## config.mk

```make
export PLATFORM = sky130hd
export DESIGN_NAME = uart_cmd_parser
export DESIGN_NICKNAME = d
export VERILOG_FILES = /design/src/rtl/oct_cmd_pkg.sv /design/src/rtl/byte_gap_timer.sv /design/src/rtl/uart_cmd_parser.sv
export SDC_FILE = /design/constraint.sdc
export NUM_CORES = 1
export LEC_CHECK = 0
export CAP_MARGIN = 10
export CORE_MARGIN = 1
export CORE_UTILIZATION = 60
export CTS_BUF_LIST = sky130_fd_sc_hd__clkbuf_4 sky130_fd_sc_hd__clkbuf_8 sky130_fd_sc_hd__clkbuf_16
export DETAILED_ROUTE_END_ITERATION = 8
export GPL_ROUTABILITY_DRIVEN = 0
export PLACE_DENSITY = 0.9
export RECOVER_POWER = 100
export SYNTH_ARGS = -nofsm -noshare
export SYNTH_HDL_FRONTEND = slang
export SYNTH_SLANG_ARGS = --single-unit
export TNS_END_PERCENT = 1
```

## constraint.sdc

```tcl
create_clock -name sys_clk -period 5.25 [get_ports sys_clk]
set_input_delay 1.575 -clock sys_clk [delete_from_list [all_inputs] [get_ports sys_clk]]
set_output_delay 1.575 -clock sys_clk [all_outputs]
set_load 0.02 [all_outputs]
```

## src/rtl/oct_cmd_pkg.sv

```systemverilog
// Shared definitions for the UART command path: frame constants, parser
// state encoding and the command codes understood by the DDS control logic.
package oct_cmd_pkg;

  localparam logic [7:0] HEADER_DEFAULT = 8'hA5;
  localparam int         FRAME_LEN      = 7;

  typedef enum logic [1:0] {
    ST_HUNT = 2'd0,
    ST_CMD  = 2'd1,
    ST_DATA = 2'd2,
    ST_CHK  = 2'd3
  } parser_state_t;

  localparam logic [7:0] CMD_SET_FREQ  = 8'h01;
  localparam logic [7:0] CMD_SET_PHASE = 8'h02;
  localparam logic [7:0] CMD_SET_AMPL  = 8'h03;
  localparam logic [7:0] CMD_DDS_RESET = 8'h10;

endpackage

```

## src/rtl/byte_gap_timer.sv

```systemverilog
// Counts idle cycles between received bytes; expired flags the last allowed
// idle cycle, and is suppressed when a byte arrives in that same cycle.
module byte_gap_timer #(
  parameter int TIMEOUT_CYC = 50000
) (
  input  logic clk,
  input  logic rst,
  input  logic clear,
  input  logic enable,
  output logic expired
);

  localparam int W = (TIMEOUT_CYC > 1) ? $clog2(TIMEOUT_CYC) : 1;
  localparam logic [W-1:0] LAST = W'(TIMEOUT_CYC - 1);

  logic [W-1:0] count;

  assign expired = enable && !clear && (count == LAST);

  always_ff @(posedge clk) begin
    if (rst) begin
      count <= '0;
    end else if (clear) begin
      count <= '0;
    end else if (enable && !expired) begin
      count <= count + 1'b1;
    end
  end

endmodule

```

## src/rtl/uart_cmd_parser.sv

```systemverilog
// Frames HEADER,CMD,D3..D0,CHK byte streams into commands with an XOR check,
// reporting checksum, timeout and overrun errors as one-cycle pulses.
module uart_cmd_parser
  import oct_cmd_pkg::*;
#(
  parameter logic [7:0] HEADER      = HEADER_DEFAULT,
  parameter int         TIMEOUT_CYC = 50000
) (
  input  logic          sys_clk,
  input  logic          sys_rst,
  input  logic [7:0]    rx_data,
  input  logic          rx_valid,
  output logic          cmd_valid,
  input  logic          cmd_ready,
  output logic [7:0]    cmd_code,
  output logic [31:0]   cmd_data,
  output logic          err_chk,
  output logic          err_timeout,
  output logic          err_overrun,
  output logic          busy,
  output parser_state_t dbg_state
);

  // Handshake: cmd_valid rises with a loaded command and holds it, with
  // cmd_code/cmd_data stable, until a cycle where cmd_valid && cmd_ready.
  parser_state_t state;
  logic [1:0]    data_idx;
  logic [7:0]    shadow_code;
  logic [31:0]   shadow_data;
  logic [7:0]    xor_acc;
  logic          gap_expired;
  logic          good_frame;

  assign busy      = (state != ST_HUNT);
  assign dbg_state = state;

  // The running XOR folded with CHK is zero exactly when the checksum matches.
  assign good_frame = (state == ST_CHK) && rx_valid && ((xor_acc ^ rx_data) == 8'h00);

  byte_gap_timer #(
    .TIMEOUT_CYC (TIMEOUT_CYC)
  ) u_gap_timer (
    .clk     (sys_clk),
    .rst     (sys_rst),
    .clear   (rx_valid),
    .enable  (busy),
    .expired (gap_expired)
  );

  always_ff @(posedge sys_clk) begin
    if (sys_rst) begin
      state       <= ST_HUNT;
      data_idx    <= 2'd0;
      shadow_code <= 8'h00;
      shadow_data <= 32'h0;
      xor_acc     <= 8'h00;
      cmd_valid   <= 1'b0;
      cmd_code    <= 8'h00;
      cmd_data    <= 32'h0;
      err_chk     <= 1'b0;
      err_timeout <= 1'b0;
      err_overrun <= 1'b0;
    end else begin
      err_chk     <= 1'b0;
      err_timeout <= 1'b0;
      err_overrun <= 1'b0;

      if (good_frame) begin
        if (!cmd_valid || cmd_ready) begin
          cmd_valid <= 1'b1;
          cmd_code  <= shadow_code;
          cmd_data  <= shadow_data;
        end else begin
          err_overrun <= 1'b1;
        end
      end else if (cmd_valid && cmd_ready) begin
        cmd_valid <= 1'b0;
      end

      if (gap_expired) begin
        state       <= ST_HUNT;
        err_timeout <= 1'b1;
      end else if (rx_valid) begin
        case (state)
          ST_HUNT: begin
            if (rx_data == HEADER) state <= ST_CMD;
          end
          ST_CMD: begin
            shadow_code <= rx_data;
            xor_acc     <= rx_data;
            data_idx    <= 2'd0;
            state       <= ST_DATA;
          end
          ST_DATA: begin
            shadow_data <= {shadow_data[23:0], rx_data};
            xor_acc     <= xor_acc ^ rx_data;
            data_idx    <= data_idx + 2'd1;
            if (data_idx == 2'd3) state <= ST_CHK;
          end
          ST_CHK: begin
            if (!good_frame) err_chk <= 1'b1;
            state <= ST_HUNT;
          end
          default: state <= ST_HUNT;
        endcase
      end
    end
  end

endmodule

```

==> results.toml, run 1 <==
[setup_path]
endpoint_kind = "register"
start_kind = "primary input"
crit_fanout = 40
required_ps = 5530
worstSetupPathType = "in2reg"
worstPathArrival_ps = 4230

[cells_and_area]
seq_area_mm2 = 0.00224
n_antenna_cell = 0
fillers = 584
multiInputGateArea_mm2 = 0.00245
final_nets = 609
syn2layout_area_growth_pct = 15.2
drive_above_1_share_pct = 4.37
finish.utilization_pct = 72.0

[sta]
fin_crit_ps = 3950
layout_worst_path_cycle_share_pct = 75.3
hold_violations = 0
skew_ps = 11.5
fin_setup_tns_ps = 0
setup_viol = 0
fmax_mhz = 253
slew_viol_final = 33
fin_ws_ps = 1300
rsz0062_at_grt = "false"
relSlewSlack_pct = -1.26
worstMarginPinSlew_ps = 1520

[global_routing]
grt_pass1_wl_um = 16500
use_met3_pct = 3.90
grt_max_degree = 139
grt.busiest_layer = "met2"
grt-ovfl-total = 0
grtUsageMet2_pct = 39.2
antenna_found_initial = 0
grt_use_total_pct = 24.3
grt_pass1_vias = 3552
gr-usage-met1_pct = 32.8

[outcome]
violations = "max-capacitance violations, max-slew violations"
status = "finished with violations"

[power]
cellLeakagePower_uw = 0.00185
p_clk_share_pct = 34.2
switching_share_pct = 23.5
peakVddDrop_v = 0.000178
cellPowerDensity_mw_per_mm2 = 244
p_int_uw = 1040
seq_power_share_pct = 62.2
p_switching_uw = 322
combPwrFrac_pct = 3.6

[synth]
netlist_instances = 555
async_reset_ff_share_pct = 0
synth_common_cells = "dfxtp_1 (112), nand2_1 (98), nand2b_1 (81)"
synth-seq-area-share_pct = 46.2
yosysMostFrequentCell = "dfxtp_1"
synth.top_cell.area_share_pct = 46.2
synth_warnings = 0
syn-num-nets = 573
synth_area_leaders = "dfxtp_1 (46%), mux2i_1 (11%), nand2b_1 (10%)"
yosys.area.top_type = "dfxtp_1"
syn_avg_cell_area_um2 = 8.75
synthFlopType = "dfxtp_1"
netlist_area_mm2 = 0.00486
synth_edf_count = 0
yosys.cell_types.count = 43
synth-seq-cells = 112

[die]
dieHeight_um = 92.0
die-area_mm2 = 0.00846
io_pins = 59
core_mm2 = 0.00777
die_w_um = 92.0
start_util_pct = 62.5
row_count = 32

[place]
io_buffers = 58
dp_hpwl_um = 6540
pre_cts_ws_ps = 1400

[detailed_routing]
wl_per_cell_um = 14.1
vias = 3854
vias_per_cell = 5.53
drt_iter0_drc = 256
drc_errors = 0
firstDrtPassIters = 5
ant_nets = 0
routed_wl_um = 9850

[clock_network]
cts_tree = "yes"
cts_resized = 0
clk_pin_slew_ps = 100
clockRootBuffer = "clkbuf_8"
insertion_delay_ps = 370
cts_sinks = 112
cts_buffer_depth = 2
htree_levels = 3
cts_buffers = 9
cts_setup_buffers = 0
cts_hold_buf = 0

[hold_path]
hp-class = "reg2reg"

[job]
drv_cap = 1
[area by class of cell]
cell class	instances	area share, %
clock buffer	9	2.21
clock inverter	6	0.805
inverter	5	0.335
multi-input combinational	404	43.9
sequential	112	40.1
tap	102	2.28
timing repair buffer	59	10.4
[cell usage in the layout, fill, tap and decap left out, types with 2 or more instances in the layout]
master / instances
nor3b_1: 2
ha_1: 6
clkinv_2: 2
clkinvlp_4: 2
xnor2_1: 13
dlygate4sd3_1: 48
a21oi_1: 58
nand3_1: 17
or4_1: 4
nand2_1: 98
nand4_1: 5
nor4_1: 3
clkbuf_8: 9
or4bb_1: 2
mux2i_1: 51
o21ai_0: 13
nor2_1: 17
dfxtp_1: 112
and3_1: 2
nand2b_1: 81
or3_1: 6
nor3_1: 3
clkdlybuf4s50_1: 9
inv_1: 5
[layer usage]
metal	share of wire, %	up-vias
li1	-	1926
met1	46	1828
met2	48	85
met3	4.1	15
met4	1.6	0
met5	0	-
[worst max-delay path: stages]
cell and delay [ps]:
dlygate4sd3_1 980, nand4_1 220, nor3_2 140, clkbuf_2 960, mux2i_1 290
[power by group through the flow]
stage                     clock network, µW  registers, µW  logic (µW)
after floorplan                           0            870        31.7
after global placement                    0            870        48.9
after detailed placement                  0            870        49.4
after CTS                               469            850        49.5
after global routing                    508            850        53.8
final                                   467            850        49.8
[final timing paths]
check	startpoint	to	slack (ps)	depth (start not counted)
worst max-delay path	rx_valid	cmd_code[2]	1300	5
worst min-delay path	data_idx[1]	data_idx[1]	470	2
worst max register to register	dbg_state[0]	shadow_data[26]	2620	5
worst min register to register	data_idx[1]	data_idx[1]	470	2
[registers in the layout (all words and copies together), names as in the netlist]
register / count
cmd_data: 32
shadow_data: 32
u_gap_timer.count: 16
cmd_code: 8
shadow_code: 8
xor_acc: 8
data_idx: 2
dbg_state: 2
cmd_valid: 1
err_chk: 1
err_overrun: 1
err_timeout: 1
[per-stage QoR]
| step | total power (µW) | cells | hold WS (ps) | area [µm²] |
|---|---|---|---|---|
| 2_1_floorplan | 901 | 555 | 436 | 4860 |
| 3_3_place_gp | 918 | 682 | 441 | 5440 |
| 3_5_place_dp | 919 | 682 | 450 | 5440 |
| 4_1_cts | 1370 | 697 | 467 | 5610 |
| 5_1_grt | 1410 | 697 | 481 | 5590 |
| 6_report | 1370 | 697 | 465 | 5590 |
[cell families (layout without fill, tap and decap cells)]
| group | after synthesis | in the layout | synth area share [%] |
|---|---|---|---|
| AND/OR/NAND/NOR | 252 | 252 | 27.2 |
| buffers and inverters | 39 | 79 | 3.12 |
| multiplexers | 51 | 51 | 10.5 |
| AO/OA/AOI/OAI | 81 | 81 | 8.99 |
| flip-flops | 112 | 112 | 46.2 |
| XOR/XNOR | 14 | 14 | 2.52 |
| adder cells (fa/ha/maj) | 6 | 6 | 1.55 |
Power figures use the tool's default switching activity.
==> run 2: changes to the inputs <==
--- a/config.mk
+++ b/config.mk
@@ -7,11 +7,11 @@
 export LEC_CHECK = 0
 export CAP_MARGIN = 10
 export CORE_MARGIN = 1
-export CORE_UTILIZATION = 60
+export CORE_UTILIZATION = 50
 export CTS_BUF_LIST = sky130_fd_sc_hd__clkbuf_4 sky130_fd_sc_hd__clkbuf_8 sky130_fd_sc_hd__clkbuf_16
 export DETAILED_ROUTE_END_ITERATION = 8
 export GPL_ROUTABILITY_DRIVEN = 0
-export PLACE_DENSITY = 0.9
+export PLACE_DENSITY = 0.81
 export RECOVER_POWER = 100
 export SYNTH_ARGS = -nofsm -noshare
 export SYNTH_HDL_FRONTEND = slang
==> constraint.sdc (replaced) <==
create_clock -name sys_clk -period 3.3 [get_ports sys_clk]
set_input_delay 0.99 -clock sys_clk [delete_from_list [all_inputs] [get_ports sys_clk]]
set_output_delay 0.99 -clock sys_clk [all_outputs]
set_load 0.02 [all_outputs]
==> run 2 against run 1 <==
Via count down 1.3%. Register-to-register slack worse by 1600 ps. Die area up 20%. Non-clock buffer count up 4. Worst hold slack worse by 1.3 ps. Sequential power up 59%. The flow now finishes without violations. Highest routed layer unchanged.
==> results.toml, run 2 (same netlist as run 1, synthesis figures left out) <==
[outcome]
status = "completed"

[cells_and_area]
final_nets = 613
syn2layout_area_growth_pct = 16.5
n_antenna_cell = 0
layout_commonest_cell = "dfxtp_1"
fin_area_mm2 = 0.00566
finish.utilization_pct = 60.7
fillers = 811
drive_above_1_share_pct = 4.67
final_cell_mix = "dfxtp_1 (112), nand2_1 (98), nand2b_1 (81), a21oi_1 (58), mux2i_1 (51)"
reg_top3 = "cmd_data x32, shadow_data x32, u_gap_timer.count x16"

[global_routing]
grt_pass1_wl_um = 16400
grt-ovfl-total = 0
grt_pass1_vias = 3479
antenna_found_initial = 0
grt_max_degree = 93
grt_use_total_pct = 20.1

[clock_network]
cts_buffers = 9
cts_buffer_depth = 2
htree_levels = 3
insertion_delay_ps = 360
cts_sinks = 112
cts_setup_buffers = 0
clockRootBuffer = "clkbuf_8"
clk_pin_slew_ps = 100
cts_tree = "yes"
cts_hold_buf = 0
cts_resized = 0

[die]
die_w_um = 101
core_mm2 = 0.00933
row_count = 35
dieHeight_um = 101
io_pins = 59
start_util_pct = 52.1
die-area_mm2 = 0.0101

[setup_path]
crit_fanout = 9
endpoint_kind = "register"
worst_r2r_path_depth = 4
critPathMaxStageDelay_ps = 780
slowest_stage = "nor4_1"
worstPathArrival_ps = 3270
required_ps = 3520
worstSetupPathType = "in2reg"
worstReg2RegStart = "u_gap_timer.count[6]"
rrSetupSlack_ps = 1020
start_kind = "primary input"
crit_start = "rx_valid"
reg2reg_to = "dbg_state[0]"
path_cells = "dlygate4sd3_1, or3b_2, nor4_1, a21o_2, a311oi_1"

[detailed_routing]
vias = 3805
ant_nets = 0
drc_errors = 0
firstDrtPassIters = 4
drt_iter0_drc = 208
vias_per_cell = 5.23
routed_wl_um = 9690
wl_per_cell_um = 13.3

[sta]
worstMarginPinSlew_ps = 1010
fin_setup_tns_ps = 0
slew_viol_final = 0
fin_crit_ps = 3050
fmax_mhz = 328
whs_ps = 464
hold_violations = 0
skew_ps = 12.8
layout_worst_path_cycle_share_pct = 92.4
relSlewSlack_pct = 32.2
rsz0062_at_grt = "false"
setup_viol = 0

[power]
cellLeakagePower_uw = 0.00186
peakVddDrop_v = 0.000188
cellPowerDensity_mw_per_mm2 = 386

[hold_path]
hp-class = "reg2reg"
worstHoldEndpoint = "shadow_code[7]"
whs_path_depth = 2
hp-start = "shadow_code[7]"

[place]
io_buffers = 58
placed_cell_area_mm2 = 0.00552
dp_hpwl_um = 6480

[job]
drv_cap = 0
[run 2: how the worst max path moves through the flow]
stage                         endpoint  cells past startpoint  slack (ps)
after floorplan                   busy                      4        1140
after detailed placement  cmd_data[12]                      6         350
after CTS                         busy                      4         320
after global placement    dbg_state[0]                      5         450
after global routing              busy                      4         120
final                     dbg_state[0]                      5         250
[run 2: where the power goes]
group | switching [µW] | internal [µW] | total, µW
sequential | 0.742 | 1350 | 1350
combinational | 45.4 | 34.6 | 79.9
clock | 470 | 281 | 751
[run 2: worst max-delay path, delay by kind of cell]
kind                   cells  cell delay (ps)
and+or+nand+nor            2             1270
AOI/OAI and AO/OA          2              340
buffers and inverters      1              670
[run 2: cell type report]
cell class	count	area, µm²	area share [%]
clock inverter	6	56.3	0.995
inverter	5	18.8	0.332
tap	129	161	2.85
sequential	112	2240	39.6
clock buffer	9	124	2.19
timing repair buffer	63	609	10.8
multi-input combinational	404	2450	43.3
[run 2: per-stage QoR]
stage	total power [µW]	setup slack, ps	std cells
detailed placement	1460	348	713
global route	2260	120	728
CTS	2200	320	728
floorplan	1430	1140	555
finish	2180	251	728
global placement	1460	454	713
[run 2: routing by layer]
layer	share of wire [%]	global-route usage, %	vias to the layer above
li1	-	-	1940
met1	49	28.8	1767
met2	46	31.2	86
met3	3.5	2.98	12
met4	1.2	6.58	0
met5	0	0	-
